`config.mk`:
```
export PLATFORM = sky130hd
export DESIGN_NAME = multdiv_unit
export DESIGN_NICKNAME = d
export VERILOG_FILES = /design/src/rtl/multdiv_pkg.sv /design/src/rtl/multdiv_iter_counter.sv /design/src/rtl/multdiv_unit.sv
export SDC_FILE = /design/constraint.sdc
export NUM_CORES = 1
export LEC_CHECK = 0
export ABC_AREA = 0
export BUFFER_PORTS_ARGS = -buffer_cell sky130_fd_sc_hd__buf_2
export CAP_MARGIN = 20
export CORE_ASPECT_RATIO = 0.6
export CORE_MARGIN = 2
export CORE_UTILIZATION = 30
export DETAILED_ROUTE_END_ITERATION = 8
export MAX_ROUTING_LAYER = met4
export SLEW_MARGIN = 20
export SYNTH_ARGS = -nofsm -noshare
export SYNTH_HDL_FRONTEND = slang
export SYNTH_SLANG_ARGS = --single-unit
```
`constraint.sdc`:
```
create_clock -name clk -period 16.3 [get_ports clk]
set_input_delay 0.815 -clock clk [delete_from_list [all_inputs] [get_ports clk]]
set_output_delay 0.815 -clock clk [all_outputs]
set_load 0.05 [all_outputs]
```
`src/rtl/multdiv_pkg.sv`:
```
// Shared encodings for the iterative multiply/divide unit.
package multdiv_pkg;

   localparam logic [1:0] S_IDLE = 2'd0;
   localparam logic [1:0] S_RUN  = 2'd1;
   localparam logic [1:0] S_DONE = 2'd2;

   localparam logic OP_MULT = 1'b0;
   localparam logic OP_DIV  = 1'b1;

   typedef enum logic [1:0] {
      ST_IDLE = S_IDLE,
      ST_RUN  = S_RUN,
      ST_DONE = S_DONE
   } state_t;

endpackage

```
`src/rtl/multdiv_iter_counter.sv`:
```
// Iteration counter: counts RUN cycles and flags the final iteration.
module multdiv_iter_counter
   import multdiv_pkg::*;
#(
   parameter  int WIDTH = 32,
   localparam int CW    = $clog2(WIDTH)
) (
   input  logic          clk,
   input  logic          rst_n,
   input  logic          i_clr,
   input  logic          i_en,
   output logic [CW-1:0] o_count,
   output logic          o_last
);

   logic [CW-1:0] r_count;

   always_ff @(posedge clk or negedge rst_n) begin
      if (!rst_n) begin
         r_count <= '0;
      end else if (i_clr) begin
         r_count <= '0;
      end else if (i_en) begin
         r_count <= r_count + CW'(1);
      end
   end

   assign o_count = r_count;
   assign o_last  = (r_count == CW'(WIDTH - 1));

endmodule

```
`src/rtl/multdiv_unit.sv`:
```
// Iterative signed multiplier (shift-add) / divider (restoring), one step per clock,
// working on operand magnitudes with a sign fix-up on the final iteration.
module multdiv_unit
   import multdiv_pkg::*;
#(
   parameter int WIDTH = 32
) (
   input  logic             clk,
   input  logic             reset,
   input  logic             ctrl_MULT,
   input  logic             ctrl_DIV,
   input  logic [WIDTH-1:0] data_operandA,
   input  logic [WIDTH-1:0] data_operandB,
   output logic [WIDTH-1:0] data_result,
   output logic             data_exception,
   output logic             data_resultRDY,
   output logic             busy
);

   localparam int CW = $clog2(WIDTH);
   localparam logic [WIDTH-1:0] MIN_S = {1'b1, {(WIDTH-1){1'b0}}};

   state_t                    r_state;
   state_t                    w_state_nxt;
   logic                      r_op;
   logic                      r_neg;
   logic                      r_b_zero;
   logic                      r_ovf;
   logic [WIDTH-1:0]          r_mag_a;
   logic [WIDTH-1:0]          r_mag_b;
   logic [WIDTH:0]            r_rem;
   logic [WIDTH-1:0]          r_quo;
   logic [WIDTH-1:0]          r_result;
   logic                      r_exc;

   logic                      w_start;
   logic                      w_op_in;
   logic                      w_last;
   logic [CW-1:0]             w_count;
   logic [WIDTH:0]            w_sum;
   logic [WIDTH:0]            w_shift;
   logic [WIDTH+1:0]          w_sub;
   logic [WIDTH:0]            w_rem_nxt;
   logic [WIDTH-1:0]          w_quo_nxt;
   logic [2*WIDTH-1:0]        w_prod_mag;
   logic signed [2*WIDTH-1:0] w_prod;
   logic [WIDTH-1:0]          w_quo_s;
   logic [WIDTH-1:0]          w_res_fin;
   logic                      w_exc_fin;

   // Widened by one bit so that -2^(WIDTH-1) has a representable magnitude.
   function automatic logic [WIDTH-1:0] f_mag(input logic [WIDTH-1:0] v);
      logic [WIDTH:0] v_ext;
      v_ext = {v[WIDTH-1], v};
      if (v[WIDTH-1]) begin
         v_ext = -v_ext;
      end
      return v_ext[WIDTH-1:0];
   endfunction

   assign w_start = ctrl_MULT | ctrl_DIV;
   assign w_op_in = ctrl_MULT ? OP_MULT : OP_DIV;

   multdiv_iter_counter #(.WIDTH(WIDTH)) u_counter (
      .clk     (clk),
      .rst_n   (reset),
      .i_clr   (w_start),
      .i_en    (r_state == ST_RUN),
      .o_count (w_count),
      .o_last  (w_last)
   );

   always_ff @(posedge clk or negedge reset) begin
      if (!reset) begin
         r_state <= ST_IDLE;
      end else begin
         r_state <= w_state_nxt;
      end
   end

   // A start pulse always (re)launches, aborting whatever was in flight.
   always_comb begin
      w_state_nxt    = r_state;
      busy           = 1'b0;
      data_resultRDY = 1'b0;
      case (r_state)
         ST_IDLE: begin
            if (w_start) w_state_nxt = ST_RUN;
         end
         ST_RUN: begin
            busy = 1'b1;
            if (w_start)     w_state_nxt = ST_RUN;
            else if (w_last) w_state_nxt = ST_DONE;
         end
         ST_DONE: begin
            data_resultRDY = 1'b1;
            w_state_nxt    = w_start ? ST_RUN : ST_IDLE;
         end
         default: w_state_nxt = ST_IDLE;
      endcase
   end

   always_comb begin
      w_rem_nxt = r_rem;
      w_quo_nxt = r_quo;
      w_sum     = '0;
      w_shift   = '0;
      w_sub     = '0;
      if (r_op == OP_MULT) begin
         // {rem, quo} is the product register; quo starts as the multiplier.
         w_sum     = r_rem + (r_quo[0] ? {1'b0, r_mag_a} : '0);
         w_rem_nxt = {1'b0, w_sum[WIDTH:1]};
         w_quo_nxt = {w_sum[0], r_quo[WIDTH-1:1]};
      end else begin
         w_shift = {r_rem[WIDTH-1:0], r_quo[WIDTH-1]};
         w_sub   = {1'b0, w_shift} - {2'b00, r_mag_b};
         if (w_sub[WIDTH+1]) begin
            w_rem_nxt = w_shift;
            w_quo_nxt = {r_quo[WIDTH-2:0], 1'b0};
         end else begin
            w_rem_nxt = w_sub[WIDTH:0];
            w_quo_nxt = {r_quo[WIDTH-2:0], 1'b1};
         end
      end
   end

   always_comb begin
      w_prod_mag = {w_rem_nxt[WIDTH-1:0], w_quo_nxt};
      w_prod     = r_neg ? $signed(-w_prod_mag) : $signed(w_prod_mag);
      w_quo_s    = r_neg ? -w_quo_nxt : w_quo_nxt;
      w_res_fin  = '0;
      w_exc_fin  = 1'b0;
      if (r_op == OP_MULT) begin
         w_res_fin = w_prod[WIDTH-1:0];
         w_exc_fin = ~((&w_prod[2*WIDTH-1:WIDTH-1]) | (~|w_prod[2*WIDTH-1:WIDTH-1]));
      end else if (r_b_zero) begin
         w_exc_fin = 1'b1;
      end else if (r_ovf) begin
         w_res_fin = MIN_S;
         w_exc_fin = 1'b1;
      end else begin
         w_res_fin = w_quo_s;
      end
   end

   always_ff @(posedge clk or negedge reset) begin
      if (!reset) begin
         r_op     <= OP_MULT;
         r_neg    <= 1'b0;
         r_b_zero <= 1'b0;
         r_ovf    <= 1'b0;
         r_mag_a  <= '0;
         r_mag_b  <= '0;
         r_rem    <= '0;
         r_quo    <= '0;
         r_result <= '0;
         r_exc    <= 1'b0;
      end else if (w_start) begin
         r_op     <= w_op_in;
         r_neg    <= data_operandA[WIDTH-1] ^ data_operandB[WIDTH-1];
         r_b_zero <= (data_operandB == '0);
         r_ovf    <= (data_operandA == MIN_S) && (&data_operandB);
         r_mag_a  <= f_mag(data_operandA);
         r_mag_b  <= f_mag(data_operandB);
         r_rem    <= '0;
         r_quo    <= (w_op_in == OP_MULT) ? f_mag(data_operandB) : f_mag(data_operandA);
      end else if (r_state == ST_RUN) begin
         r_rem <= w_rem_nxt;
         r_quo <= w_quo_nxt;
         if (w_last) begin
            r_result <= w_res_fin;
            r_exc    <= w_exc_fin;
         end
      end
   end

   assign data_result    = r_result;
   assign data_exception = r_exc;

endmodule
```
* Word-level counts from Yosys, hierarchy flattened
Cells that the tools add are included.
Cells by class: $add $sub $neg 7, equality and inequality tests 6, multiplexer cells 30, bitwise gates (word level) 5, reduce and logical (&&, ||, !) cells 10
Operator list (count):
- $mux 32 | 11
- $mux 33 | 4
- $neg 32->32 | 3
- $mux 64 | 1
- $neg 64->64 | 1
- $sub 33x32->34 | 1
- $add 33x32->33 | 1
- $reduce_and 33->1 | 1
- $reduce_or 33->1 | 1
- $eq 32x32->1 const B | 1
- $logic_not 32->1 | 1
- $reduce_and 32->1 | 1
- $mux 5 | 2
- $mux 1 | 8
- $mux 2 | 3
- $pmux 2 s3 | 1
- $add 5x1->5 const B | 1
- $eq 5x5->1 const B | 1
- $ne 3x3->1 const B | 1
- $reduce_and 3->1 | 1
- $eq 2x1->1 const B | 1
- $eq 2x2->1 const B | 1
- $logic_not 2->1 | 1
- $ne 2x2->1 const B | 1
- 7 further kinds | 9
Word-level totals: register bits 173, input port bits 68, output and inout bits 35, word-level logic and storage cells 70

* Logic depth before layout (Yosys ltp)
word-level depth 10, gate-level depth with buffers 28

* Hierarchy
From an unflattened synthesis, not the netlist that was laid out.
Second synthesis, totals: cell total of the unflattened synthesis 2010, area, all modules 15685.0 µm²
Modules (own cells, without submodules):
- multdiv_unit | times used 1, cells an instance 1988, area each 15408.5 µm², seq. area each 4204.0 µm²
- multdiv_iter_counter | times used 1, cells an instance 22, area each 276.5 µm², seq. area each 125.1 µm²

* Worst setup path after synthesis
OpenSTA, ideal clock, no wires.
kind reg-to-reg, start point register r_op, end point register r_exc, in the netlist data_exception, arrival 7.416 ns, required time 16.178 ns, setup slack 8.762 ns, stages on the path, launching flop included 26, buffers on the path 12, clock period less this slack 7.538 ns, path through dfrtp_1 -> buf_4 -> buf_6 -> buf_2 -> buf_2 -> buf_2 -> buf_2 -> clkbuf_1 -> buf_1 -> clkbuf_1 -> clkbuf_1 -> buf_1 -> mux2i_1 -> ha_1 -> o2111a_2 -> nand4_1 -> nor4_1 -> or4b_1 -> buf_2 -> or4_1 -> a311o_1 -> or4_1 -> or4b_1 -> nor4b_2 -> a32o_1 -> nor2_1
On the way: longest elaborated chain between the ends 8, elaborated cells on any way between the ends 10, classes of those cells 1 x add/sub; 4 x mux; 2 x bitwise; 3 x reduce/logical
RTL lines:
- start, declared | RTL line multdiv_unit.sv:25 | logic r_op;
- start signal, assigned | RTL line multdiv_unit.sv:159 | r_op <= w_op_in;
- $mux 32 / $mux 33 (equally long branches) | RTL line multdiv_unit.sv:109 | if (r_op == OP_MULT) begin
- $neg 64->64 | RTL line multdiv_unit.sv:129 | w_prod = r_neg ? $signed(-w_prod_mag) : $signed(w_prod_mag);
- $mux 64 | RTL line multdiv_unit.sv:129
- $reduce_or 33->1 | RTL line multdiv_unit.sv:135 | w_exc_fin = ~((&w_prod[2*WIDTH-1:WIDTH-1]) | (~|w_prod[2*WIDTH-1:WIDTH-1]));
- $logic_not 1->1 | RTL line multdiv_unit.sv:135
- $or 1x1->1 | RTL line multdiv_unit.sv:135
- $not 1->1 | RTL line multdiv_unit.sv:135
- $mux 1 * | RTL line multdiv_unit.sv:133 | if (r_op == OP_MULT) begin
- end signal, assigned | RTL line multdiv_unit.sv:172 | r_exc <= w_exc_fin;
- end, declared | RTL line multdiv_unit.sv:34 | logic r_exc;
Mark *: on every way between the ends. The rest lies on a longest branch, timed or not. A chain may end at the register's enable or synchronous reset.

* Final worst setup path
start point register r_rem[15], end point register r_exc, in the netlist data_exception
On the way: longest elaborated chain between the ends 10, elaborated cells on any way between the ends 14, classes of those cells 3 x add/sub; 6 x mux; 2 x bitwise; 3 x reduce/logical
RTL lines:
- start, declared | RTL line multdiv_unit.sv:31 | logic [WIDTH:0] r_rem;
- start signal, assigned | RTL line multdiv_unit.sv:168 | r_rem <= w_rem_nxt;
- $sub 33x32->34 | RTL line multdiv_unit.sv:116 | w_sub = {1'b0, w_shift} - {2'b00, r_mag_b};
- $mux 1 / $mux 33 (equally long branches) | RTL line multdiv_unit.sv:117 | if (w_sub[WIDTH+1]) begin
- $mux 32 / $mux 33 (equally long branches) | RTL line multdiv_unit.sv:109
- $neg 64->64 | RTL line multdiv_unit.sv:129
- $mux 64 * | RTL line multdiv_unit.sv:129
- $reduce_or 33->1 | RTL line multdiv_unit.sv:135
- $logic_not 1->1 | RTL line multdiv_unit.sv:135
- $or 1x1->1 * | RTL line multdiv_unit.sv:135
- $not 1->1 * | RTL line multdiv_unit.sv:135
- $mux 1 * | RTL line multdiv_unit.sv:133
Marks and branches as above.

==> impl_results.md <==
- Post-Synthesis Mean Instance Area: between 7 and 8 µm²
- DRC: 0
- Synth-to-Final Area Change: 10.74%
- GP Congestion: just over 0.9
- Sequential share of the synthesized area: 0.2743
- Pin count of the biggest net entering global routing: 84
- Data required, critical path: around 17 ns
- Dpl hpwl: 49190 µm
- Clock transition at path regs: ~0.090 ns
- Antenna Cells: 0
- Cell leakage power: 0.007479 µW
- Die extent in y: around 180 µm
- Total setup violations reported at the end of the flow: 0
- Cell Pwr Density: slightly below 90 mW/mm²
- Total negative setup slack: 0 ns
- Cell variety after synth: 97
- Post-synthesis cell count: 2017
- Worst slew pin tran: around 1.0 ns
- Final hold vios: 0
- Worst Setup Start Kind: flip-flop
- Worst Setup End Kind: flip-flop
- Clock Tree Root: clkbuf_16
- Skew-Pair Late Insertion Delay: around 0.48 ns
- Via count normalized by instance count: ~5.9
- Starting DRT DRC Count: about 2100
- I/O Pins: about 100
- Number of cell rows: 65
- Die outline area: ~0.055 mm²
- Count of maximum capacitance violations: 0
- Post-synthesis instance area: approximately 0.016 mm²
- IR Drop Worst-Case VDD: ~0.082 mV
- Setup slack of the most critical reg-to-reg path: around 8.3 ns
- Share of the synthesized area in the top cell type: 0.2743
- Total overflow reported by the global router: 0
- Average wire per cell in the routed design: roughly 23 µm
- Number of flops mapped to enable cells by yosys: 0
- Sinks on the clock net: roughly 170
- Flops & latches, synth: roughly 170
- Number of antenna violations at the first check in global routing: 0
- Main flop type after synthesis: dfrtp_1
- Critical Setup Path Class: flip-flop to flip-flop
- Global-route wire length before repair: between 90000 and 100000 µm
- Layout cell share with drive strength beyond 1: 0.1061
- Worst slew margin relative to its limit: 0.2945
- Origin of the critical flop-to-flop path: r_rem[15]$_DFFE_PN0P_
- Nets in the synthesized netlist: ~2200
- Vias in the first global route: 14570
- FMAX: about 0.12 GHz
- Slew Limit Fails: 0
- R2R cell count: 20
- Routed WL: 64040 µm
- Crit path time final: about 8 ns
- Leading cell type in the layout, fill and taps excluded: nor2_1
- Setup repair after global routing missed its margin: no
- Share of flip-flops with an asynchronous set or reset: 1.000
- Cts bufs inserted: 17
- Post-route clock period utilization: 0.4917
- Layout Nets: ~2200
- Number of nets with antenna violations after detailed routing: 0
- Initial cell density of the core: 0.3018
- Maximum clock insertion buffer count: 2
- Run status: complete, no violations
- Arrival time reported for the critical path endpoint: between 8 and 9 ns
- Overall Global Routing Usage: 0.2372
- Quantity of gates resized following cts: 0
- Highest fanout seen on the critical path: 31
- Quantity of I/O buffers inserted on ports: roughly 100
- Post-CTS Setup Bufs: 0
- Crit Reg-Reg Endpoint: data_exception$_DFFE_PN0P_
- Die outline width: ~300 µm
- Commonest non-fill, non-tap cells in the layout: nor2_1, nand2_1, a21oi_1
- Non-Filler Instances: around 2800
- Number of H-tree levels: 4
- Number of instances in the placed design: about 2700
- Standard cell core area: between 0.05 and 0.06 mm²
- Number of vias after detailed routing: 16280
- Cell type contributing the most total cell area after synthesis: dfrtp_1
- Largest cells by area after synthesis: dfrtp_1, a21oi_1, nor2_1, ha_1, nand2_1
- Post-route clock skew: 0.01699 ns
- Clock tree from TritonCTS: yes
- Post-cts hold buffer count: 0
- Length of the first detailed-routing pass in iterations: 5
- Worst hold path class: primary input to async pin
- Warning count from the yosys run: 0
==> where the power goes <==
group / switching (µW) / leakage, µW / internal [µW]
registers: 35.3 / 0.00216 / 464
clock network: 225 / 0.000288 / 220
logic: 389 / 0.00503 / 190
==> cell families (layout without fill, tap and decap cells) <==
family | count (synthesis) | in the layout | share of synthesized area
and+or+nand+nor | 769 | 769 | 0.2395
muxes | 45 | 45 | 0.02950
xor gates and xnor gates | 155 | 155 | 0.08603
DFF | 173 | 173 | 0.2743
AOI/OAI and AO/OA | 617 | 617 | 0.2648
adders and majority gates | 72 | 72 | 0.05804
buffers and inverters | 186 | 224 | 0.04781
==> per-layer routing <==
| metal | track usage | part of all wire | vias up |
|---|---|---|---|
| met5 | - | 0 | - |
| met4 | 0.05540 | 0.019 | 0 |
| met3 | 0.05528 | 0.10 | 61 |
| met2 | 0.2837 | 0.37 | 760 |
| met1 | 0.3802 | 0.51 | 8024 |
| li1 | - | - | 7436 |
==> flip-flops by register name, indices dropped and copies added (netlist names), 2 cells and up <==
| name | flops |
|---|---|
| r_quo | 32 |
| r_state | 2 |
| r_mag_b | 32 |
| u_counter.o_count | 5 |
| data_result | 32 |
| r_mag_a | 32 |
| r_rem | 33 |
==> per-stage QoR <==
step / worst slack [ns] / total power (µW) / cell area [µm²] / utilization / hold WS (ns)
3_5_place_dp: 8.494 / 1066 / 16870 / 0.3226 / 0.4514
3_3_place_gp: 8.711 / 1064 / 16860 / 0.3225 / 0.4378
2_1_floorplan: 8.762 / 877.4 / 15780 / - / 0.4236
4_1_cts: 8.470 / 1512 / 17470 / 0.3340 / 0.4122
6_report: 8.285 / 1523 / 17480 / 0.3342 / 0.4025
5_1_grt: 8.023 / 1598 / 17480 / 0.3342 / 0.4463
==> worst max-delay path by stage <==
stage                          start                          to
3_5_place_dp   r_rem[15]$_DFFE_PN0P_  data_exception$_DFFE_PN0P_
4_1_cts        r_rem[15]$_DFFE_PN0P_  data_exception$_DFFE_PN0P_
6_report       r_rem[15]$_DFFE_PN0P_  data_exception$_DFFE_PN0P_
3_3_place_gp   r_rem[10]$_DFFE_PN0P_  data_exception$_DFFE_PN0P_
2_1_floorplan       r_op$_DFFE_PN0N_  data_exception$_DFFE_PN0P_
5_1_grt        r_rem[15]$_DFFE_PN0P_  data_exception$_DFFE_PN0P_
==> synth_stat cells (all sizes together), types with 5 or more instances <==
cell type and count:
o31a 8, nand2b 17, mux2i 43, o21ai 96, nor4 18, inv 62, nand4 30, o211ai 16
a211oi 73, and2 43, o21a 5, o21bai 11, ha 70, or4 23, nand2 207, o221ai 8
nand4b 7, a31o 8, nand3 39, o31ai 32, a22o 30, a311oi 11, nor3 49, o41ai 12
a21o 28, clkbuf 94, o2111ai 7, or3 28, a21oi 193, or2 14, and3 21, nor2 237
nor2b 11, a2111oi 6, xnor2 68, buf 29, a31oi 19, nand3b 6, dfrtp 173, xor2 87
==> worst max-delay path, stage by stage (launching register included) <==
cell and delay (ns):
dfrtp_1 0.43, ha_1 0.43, a21oi_1 0.48, o21ai_1 0.27, o31a_1 0.57, nor2_8 0.53, nor2_1 0.30, a21o_1 0.26
inv_1 0.09, ha_1 0.21, o2111a_2 0.30, nand4_1 0.24, nor4_1 0.50, or4b_1 0.68, or4_1 0.53, a311o_1 0.32
or4_1 0.61, or4b_1 0.55, nor4b_2 0.31, a32o_1 0.20, nor2_1 0.04
==> area by class of cell <==
cell class              instances  area (µm²)
clock buffers                  17       425.4
clock inverters                15       175.2
fillers                      5569       34820
inverters                      63       236.5
multi-input cells            1658       10710
flip-flops and latches        173        4333
well taps                     703       879.6
repair buffers                129       719.4
(Power assumes the default switching activity.)
